<file path="config.mk">
export PLATFORM = sky130hd
export DESIGN_NAME = serial_mux_scheduler_flat
export DESIGN_NICKNAME = d
export VERILOG_FILES = /design/src/rtl/serial_mux_scheduler_if.sv /design/src/rtl/serial_mux_scheduler.sv /design/src/flat_wrapper.sv
export SDC_FILE = /design/constraint.sdc
export NUM_CORES = 1
export LEC_CHECK = 0
export CORE_ASPECT_RATIO = 1.4
export CORE_MARGIN = 1.5
export CORE_UTILIZATION = 30
export CTS_CLUSTER_SIZE = 20
export DETAILED_ROUTE_END_ITERATION = 6
export SLEW_MARGIN = 20
export SYNTH_ARGS = -nofsm -noshare
export SYNTH_HDL_FRONTEND = slang
export SYNTH_SLANG_ARGS = --single-unit
</file>
<file path="constraint.sdc">
create_clock -name clk -period 2.6 [get_ports clk]
set_input_delay 0.52 -clock clk [delete_from_list [all_inputs] [get_ports clk]]
set_output_delay 0.52 -clock clk [all_outputs]
set_load 0.01 [all_outputs]
</file>
<file path="src/rtl/serial_mux_scheduler_if.sv">
// Bus bundle for serial_mux_scheduler: requester side (start/req/mux_in)
// and scheduler outputs (ack/grant_id/sel/out/frame/busy).
interface serial_mux_scheduler_if;
  logic        start;
  logic [3:0]  req;
  logic [31:0] mux_in;
  logic [3:0]  ack;
  logic [1:0]  grant_id;
  logic [2:0]  sel;
  logic        out;
  logic        frame;
  logic        busy;

  modport master (
    output start, req, mux_in,
    input  ack, grant_id, sel, out, frame, busy
  );

  modport slave (
    input  start, req, mux_in,
    output ack, grant_id, sel, out, frame, busy
  );
endinterface

</file>
<file path="src/rtl/serial_mux_scheduler.sv">
// Round-robin 4:1 word scheduler that serialises the winner's byte over 8 cycles.
// Define MSB_FIRST_EN to shift MSB first (sel 7..0); default is LSB first (sel 0..7).
module serial_mux_scheduler #(
  parameter int GAP = 1
) (
  input  logic                   clk,
  input  logic                   master_rst,
  serial_mux_scheduler_if.slave  bus
);

  typedef enum logic [1:0] {S_IDLE = 2'd0, S_SHIFT = 2'd1, S_GAP = 2'd2} state_t;

  localparam logic [2:0] GAP_LAST = (GAP == 0) ? 3'd0 : 3'(GAP - 1);
`ifdef MSB_FIRST_EN
  localparam logic [2:0] SEL_FIRST = 3'd7;
`else
  localparam logic [2:0] SEL_FIRST = 3'd0;
`endif

  state_t      state_q, state_d;
  logic [7:0]  shadow_q, shadow_d;
  logic [2:0]  sel_q, sel_d;
  logic [2:0]  bit_cnt_q, bit_cnt_d;
  logic [2:0]  gap_cnt_q, gap_cnt_d;
  logic [1:0]  grant_q, grant_d;
  logic [1:0]  last_grant_q, last_grant_d;
  logic [3:0]  ack_q, ack_d;
  logic        out_q, out_d;
  logic        frame_q, frame_d;
  logic        busy_q, busy_d;
  logic [1:0]  cand;
  logic [1:0]  winner;
  logic        found;

  // State and output registers with synchronous reset
  always_ff @(posedge clk) begin
    if (master_rst) begin
      state_q      <= S_IDLE;
      shadow_q     <= 8'h00;
      sel_q        <= 3'd0;
      bit_cnt_q    <= 3'd0;
      gap_cnt_q    <= 3'd0;
      grant_q      <= 2'd0;
      last_grant_q <= 2'd3;
      ack_q        <= 4'b0000;
      out_q        <= 1'b0;
      frame_q      <= 1'b0;
      busy_q       <= 1'b0;
    end else begin
      state_q      <= state_d;
      shadow_q     <= shadow_d;
      sel_q        <= sel_d;
      bit_cnt_q    <= bit_cnt_d;
      gap_cnt_q    <= gap_cnt_d;
      grant_q      <= grant_d;
      last_grant_q <= last_grant_d;
      ack_q        <= ack_d;
      out_q        <= out_d;
      frame_q      <= frame_d;
      busy_q       <= busy_d;
    end
  end

  // Arbitration, next-state and next-output logic
  always_comb begin
    state_d      = state_q;
    shadow_d     = shadow_q;
    sel_d        = sel_q;
    bit_cnt_d    = bit_cnt_q;
    gap_cnt_d    = gap_cnt_q;
    grant_d      = grant_q;
    last_grant_d = last_grant_q;
    ack_d        = 4'b0000;
    cand         = 2'd0;
    winner       = 2'd0;
    found        = 1'b0;

    // Search starts one past the last winner so every requester gets a turn
    for (int i = 1; i <= 4; i++) begin
      cand = last_grant_q + 2'(i);
      if (!found && bus.req[cand]) begin
        found  = 1'b1;
        winner = cand;
      end
    end

    case (state_q)
      S_IDLE: begin
        if (bus.start && found) begin
          shadow_d     = bus.mux_in[8*winner +: 8];
          grant_d      = winner;
          last_grant_d = winner;
          ack_d        = 4'b0001 << winner;
          sel_d        = SEL_FIRST;
          bit_cnt_d    = 3'd0;
          state_d      = S_SHIFT;
        end else begin
          state_d = S_IDLE;
        end
      end
      S_SHIFT: begin
        if (bit_cnt_q == 3'd7) begin
          gap_cnt_d = 3'd0;
          if (GAP == 0) begin
            state_d = S_IDLE;
          end else begin
            state_d = S_GAP;
          end
        end else begin
          bit_cnt_d = bit_cnt_q + 3'd1;
`ifdef MSB_FIRST_EN
          sel_d = sel_q - 3'd1;
`else
          sel_d = sel_q + 3'd1;
`endif
        end
      end
      S_GAP: begin
        if (gap_cnt_q == GAP_LAST) begin
          state_d = S_IDLE;
        end else begin
          gap_cnt_d = gap_cnt_q + 3'd1;
        end
      end
      default: begin
        state_d = S_IDLE;
      end
    endcase

    frame_d = (state_d == S_SHIFT);
    busy_d  = (state_d != S_IDLE);
    out_d   = frame_d ? shadow_d[sel_d] : 1'b0;
  end

  assign bus.ack      = ack_q;
  assign bus.grant_id = grant_q;
  assign bus.sel      = sel_q;
  assign bus.out      = out_q;
  assign bus.frame    = frame_q;
  assign bus.busy     = busy_q;

endmodule
</file>
<file path="src/flat_wrapper.sv">
// flat-port wrapper written by rule: the top's interface ports become plain ports
module serial_mux_scheduler_flat 
#(
  parameter int GAP = 1
)
  (clk, master_rst, bus_start, bus_req, bus_mux_in, bus_ack, bus_grant_id, bus_sel, bus_out, bus_frame, bus_busy);
  serial_mux_scheduler_if bus_i ();
  input  logic clk;
  input  logic master_rst;
  input wire logic [$bits(bus_i.start)-1:0] bus_start;
  input wire logic [$bits(bus_i.req)-1:0] bus_req;
  input wire logic [$bits(bus_i.mux_in)-1:0] bus_mux_in;
  output wire logic [$bits(bus_i.ack)-1:0] bus_ack;
  output wire logic [$bits(bus_i.grant_id)-1:0] bus_grant_id;
  output wire logic [$bits(bus_i.sel)-1:0] bus_sel;
  output wire logic [$bits(bus_i.out)-1:0] bus_out;
  output wire logic [$bits(bus_i.frame)-1:0] bus_frame;
  output wire logic [$bits(bus_i.busy)-1:0] bus_busy;
  assign bus_i.start = bus_start;
  assign bus_i.req = bus_req;
  assign bus_i.mux_in = bus_mux_in;
  assign bus_ack = bus_i.ack;
  assign bus_grant_id = bus_i.grant_id;
  assign bus_sel = bus_i.sel;
  assign bus_out = bus_i.out;
  assign bus_frame = bus_i.frame;
  assign bus_busy = bus_i.busy;
  serial_mux_scheduler #(.GAP(GAP)) u_core (.clk(clk), .master_rst(master_rst), .bus(bus_i));
endmodule
</file>
# == After elaboration in Yosys (flattened, before gate mapping) ==
# Cells that the tools add are included.
# classes
n_addsub,6
n_lt_le_gt_ge,5
n_eq_ne,8
n_shift,2
muxes,33
n_bitwise,3
n_reduce_logical,17
# ops
operator,count
32-bit by 6-bit indexed part select with 8-bit output,1
3-bit two-way mux,6
3-bit case mux with 2 select lines,3
8-bit two-way mux,2
2-bit by 3-bit < comparator with 1-bit output (second input constant),4
2-bit two-way mux,6
1-bit two-way mux,10
3-bit by 1-bit adder with 3-bit output (second input constant),3
1-bit binary-select mux with 2-bit select,4
2-bit case mux with 3 select lines,1
3-bit AND reduction,2
2-bit nonzero test,3
2-bit adder (second input constant),2
2-bit by 1-bit equality test with 1-bit output (second input constant),2
1-bit logical AND,4
3-bit by 4-bit < comparator with 1-bit output (second input constant),1
2-bit by 1-bit inequality test with 1-bit output (second input constant),2
2-bit inequality test (second input constant),2
1-bit by 2-bit left shift with 4-bit output (first input constant),1
1-bit binary-select mux with 3-bit select,1
3-bit equality test (second input constant),1
1-bit logical NOT,3
3-bit logical NOT,1
1-bit NOT,3
other kinds (6),6
# totals
reg_bits,30
input_bits,39
output_inout_bits,12

# == Depth between registers and ports, before layout ==
# depth
depth_word,19
ltp_mapped,10

# == Least setup slack after synthesis ==
# OpenSTA, ideal clock, no wires.
# synth_path
path_type,input-to-reg
startpoint,input bus_req[1]
endpoint,"register u_core.out_q, in the netlist u_core.bus.out"
arrival_ns,2.033
required_ns,2.480
slack_ns,0.447
cell_stages,8
path_buffers,1
path_cell_list,or4_1 buf_6 a21boi_4 o221ai_1 nor3_1 nand4_1 o211ai_2 nor4_2
# synth_via
elab_chain_cells,18
elab_cells_between_ends,35
# synth_lines
item,line,source
start: declaration,flat_wrapper.sv:11,input wire logic [$bits(bus_i.req)-1:0] bus_req;
"parallel branches: the longest is 18 deep, another holds 1-bit binary-select mux with 2-bit select",n/a,
end signal: assignment,serial_mux_scheduler.sv:58,out_q <= out_d;
end: declaration,serial_mux_scheduler.sv:28,"logic out_q, out_d;"
# Parallel ways; which one is timed is not known. The select of a mux whose other input is x is not followed.
# A chain may end at the register's enable or synchronous reset.

# == Worst setup path in the final report ==
# Ends and elaborated chain as after synthesis.

==> reports/results.ini <==
[cells_and_area]
layout-drive-gt1-share = 0.173
fillerInstances = 640
post-route-util = 0.454
antenna_cells = 0
area_growth_pct = 44.1
final_cells = 385
layout.nets = 360

[grt]
antenna_found_initial = 0
grt_remaining_overflow = 0
grt_pass1_vias = 1920
groute.usage.overall = 0.152
grt_start_max_net_pins = 26
grt_pass1_wl_microns = 8620

[synth]
postSynthAreaPerCell_sq_um = 8.41
synth_edf_count = 0
ys.flop_type = dfxtp_1
synth.ff_latch_count = 30
synth_seq_area_share = 0.302
yosysTopAreaCell = dfxtp_1
postSynth.asyncResetShare = 0
yosys.area.top_type_share = 0.302
synth_warnings = 0
yosys-top-cells-count = dfxtp_1 (30), nor2_1 (22), nand2_1 (19)
syn_inst = 236
yosys-top-cells-area = dfxtp_1 (30%), mux2i_1 (8.6%), ha_1 (5.7%)
yosysUniqueCellTypes = 52
syn_area_sq_mm = 0.00199
synth_nets = 284
synth.most_common_cell = dfxtp_1

[clocking]
cts_hold_buf = 0
clockBufferDepth = 2
cts_max_level = 2
cts-root-buf = clkbuf_8
cts_sinks = 30
cts-buffers-inserted = 5
clk_pin_slew_ns = 0.07
insertion_delay_ns = 0.28
cts_tree = yes

[sta]
worst_slew_pin_slew_ns = 0.526
skew_ns = 0.00611
hold_ws_ns = 0.465
drv_slew = 0
setup_violations = 0
hold_viol = 0
clock.fmax_mhz = 414
relSlewSlack = 0.645
fin_crit_sh = 0.928
rsz0062_at_grt = no
period_minus_slack_ns = 2.41

[place]
dpl.cell_count = 377
gp_congestion = 0.760
io_buffers = 50
dpl.hpwl_microns = 4050

[critical_path]
endpoint_kind = flop
critPathMaxFanout = 5
reg2reg_from = u_core.state_q[0]
worstPathRequired_ns = 2.77
rr_endpoint = u_core.bus.out
worst_setup_path_start_kind = primary input
critPathTopFamily = simple AND/OR/NAND/NOR gates
reg2reg_depth = 10
worstSetupPathType = primary input to flop
slowest_delay_ns = 0.52
r2r_slack_ns = 0.34
crit_slowest_cell = or4_1
crit_arrival_ns = 2.59
worstPathCellList = clkdlybuf4s50_1 -> or4_1 -> buf_4 -> a21boi_4 -> o221ai_2 -> nor3_1 -> nand4_1 -> o211ai_2 -> nor4_2
path_buf_inv = 2

[power]
p_per_area_mw_per_mm2 = 448
max-vdd-ir-drop_uv = 158
p_leak_uw = 0.00119
power.total_uw = 1280

[die]
row_count = 34
dieArea_sq_mm = 0.00712
core_sq_mm = 0.00630
start_util = 0.315
die_w_microns = 71.8
io_pins = 51
die_h_microns = 99.3

[outcome]
status = finished with violations
violations = design-rule violations

[drt]
ant_nets = 0
viasPerCell = 4.96
num_vias = 1908
wl_per_cell_microns = 13.3
first_pass_iters = 7
drt-initial-drc-count = 91
routed_wl_microns = 5130
remaining_drc_errors = 4

[min_path]
hold_end = u_core.bus.grant_id[1]
holdCritStartpoint = u_core.bus.grant_id[1]
hp-class = flop to flop
min_path_cells = 2

[run]
cap_viol_max_count = 0

-- worst min-delay path: stages (launching register included) --
cell     delay [ns]
dfxtp_1        0.31
nand2_1        0.05
a21oi_1        0.05
-- power breakdown --
part	total (uW)	internal (uW)	switching, uW
logic	393	215	179
clock network	387	213	174
registers	502	488	14.1
-- layout by cell type, fill, tap and decap left out, types with 7 or more instances in the layout --
cell type and instances:
nor3b_1 15, nor2_1 22, clkdlybuf4s50_1 50, ha_1 9, dfxtp_1 30, nand2b_1 7, nand2_1 19, inv_1 11
buf_4 33, mux2i_1 17, a21oi_1 17
-- through the flow --
stage	area [sq um]	setup slack (ns)	TNS (ns)
detailed placement	2760	-0.200	-0.200
floorplan	1990	0.447	0
finish	2860	0.187	0
global placement	2760	-0.0860	-0.0860
CTS	2860	0.0782	0
global route	2860	0.0116	0
-- routing by layer --
layer	global-route usage	vias to the layer above	wire (microns)
met3	0.0284	7	190
met2	0.265	36	2530
met4	0.0552	0	108
met5	0	-	0
li1	-	1005	-
met1	0.183	860	2310
-- kinds of logic (layout without fill, tap and decap cells) --
group	after synthesis	count (layout)	synth area share
AO/OA/AOI/OAI	57	57	0.224
buffers and inverters	26	103	0.0611
multiplexers	18	18	0.0914
flip-flops	30	30	0.302
adder cells (fa/ha/maj)	9	9	0.0567
XOR/XNOR	1	1	0.00441
AND/OR/NAND/NOR	95	95	0.260
-- final cells by class --
type                       instances  area (sq um)  area share
inverter                          11          41.3      0.0144
clock inverter                     1          5.00     0.00175
timing repair buffer              84           768       0.268
clock buffer                       7          86.3      0.0302
tap                               72          90.1      0.0315
multi-input combinational        180          1270       0.444
sequential                        30           601       0.210
-- how the worst max path moves through the flow --
stage / start / to / cells after the start
2_1_floorplan: bus_req[1] / u_core.bus.out / 8
3_3_place_gp: bus_req[1] / u_core.bus.out / 9
3_5_place_dp: bus_req[1] / u_core.bus.out / 9
4_1_cts: bus_req[1] / u_core.bus.out / 9
5_1_grt: bus_req[3] / u_core.bus.out / 10
6_report: bus_req[1] / u_core.bus.out / 9
-- registers in the layout (all words and copies together) (netlist names) --
register	count
u_core.bit_cnt_q	3
u_core.bus.ack	4
u_core.bus.busy	1
u_core.bus.frame	1
u_core.bus.grant_id	2
u_core.bus.out	1
u_core.bus.sel	3
u_core.gap_cnt_q	3
u_core.last_grant_q	2
u_core.shadow_q	8
u_core.state_q	2
-- what timing repair did --
action / 4_1_cts / 5_1_grt
setup endpoints to repair: 0 / 1
resized for setup: 0 / 1
buffers inserted: 0 / 0
Power figures use the tool's default switching activity.
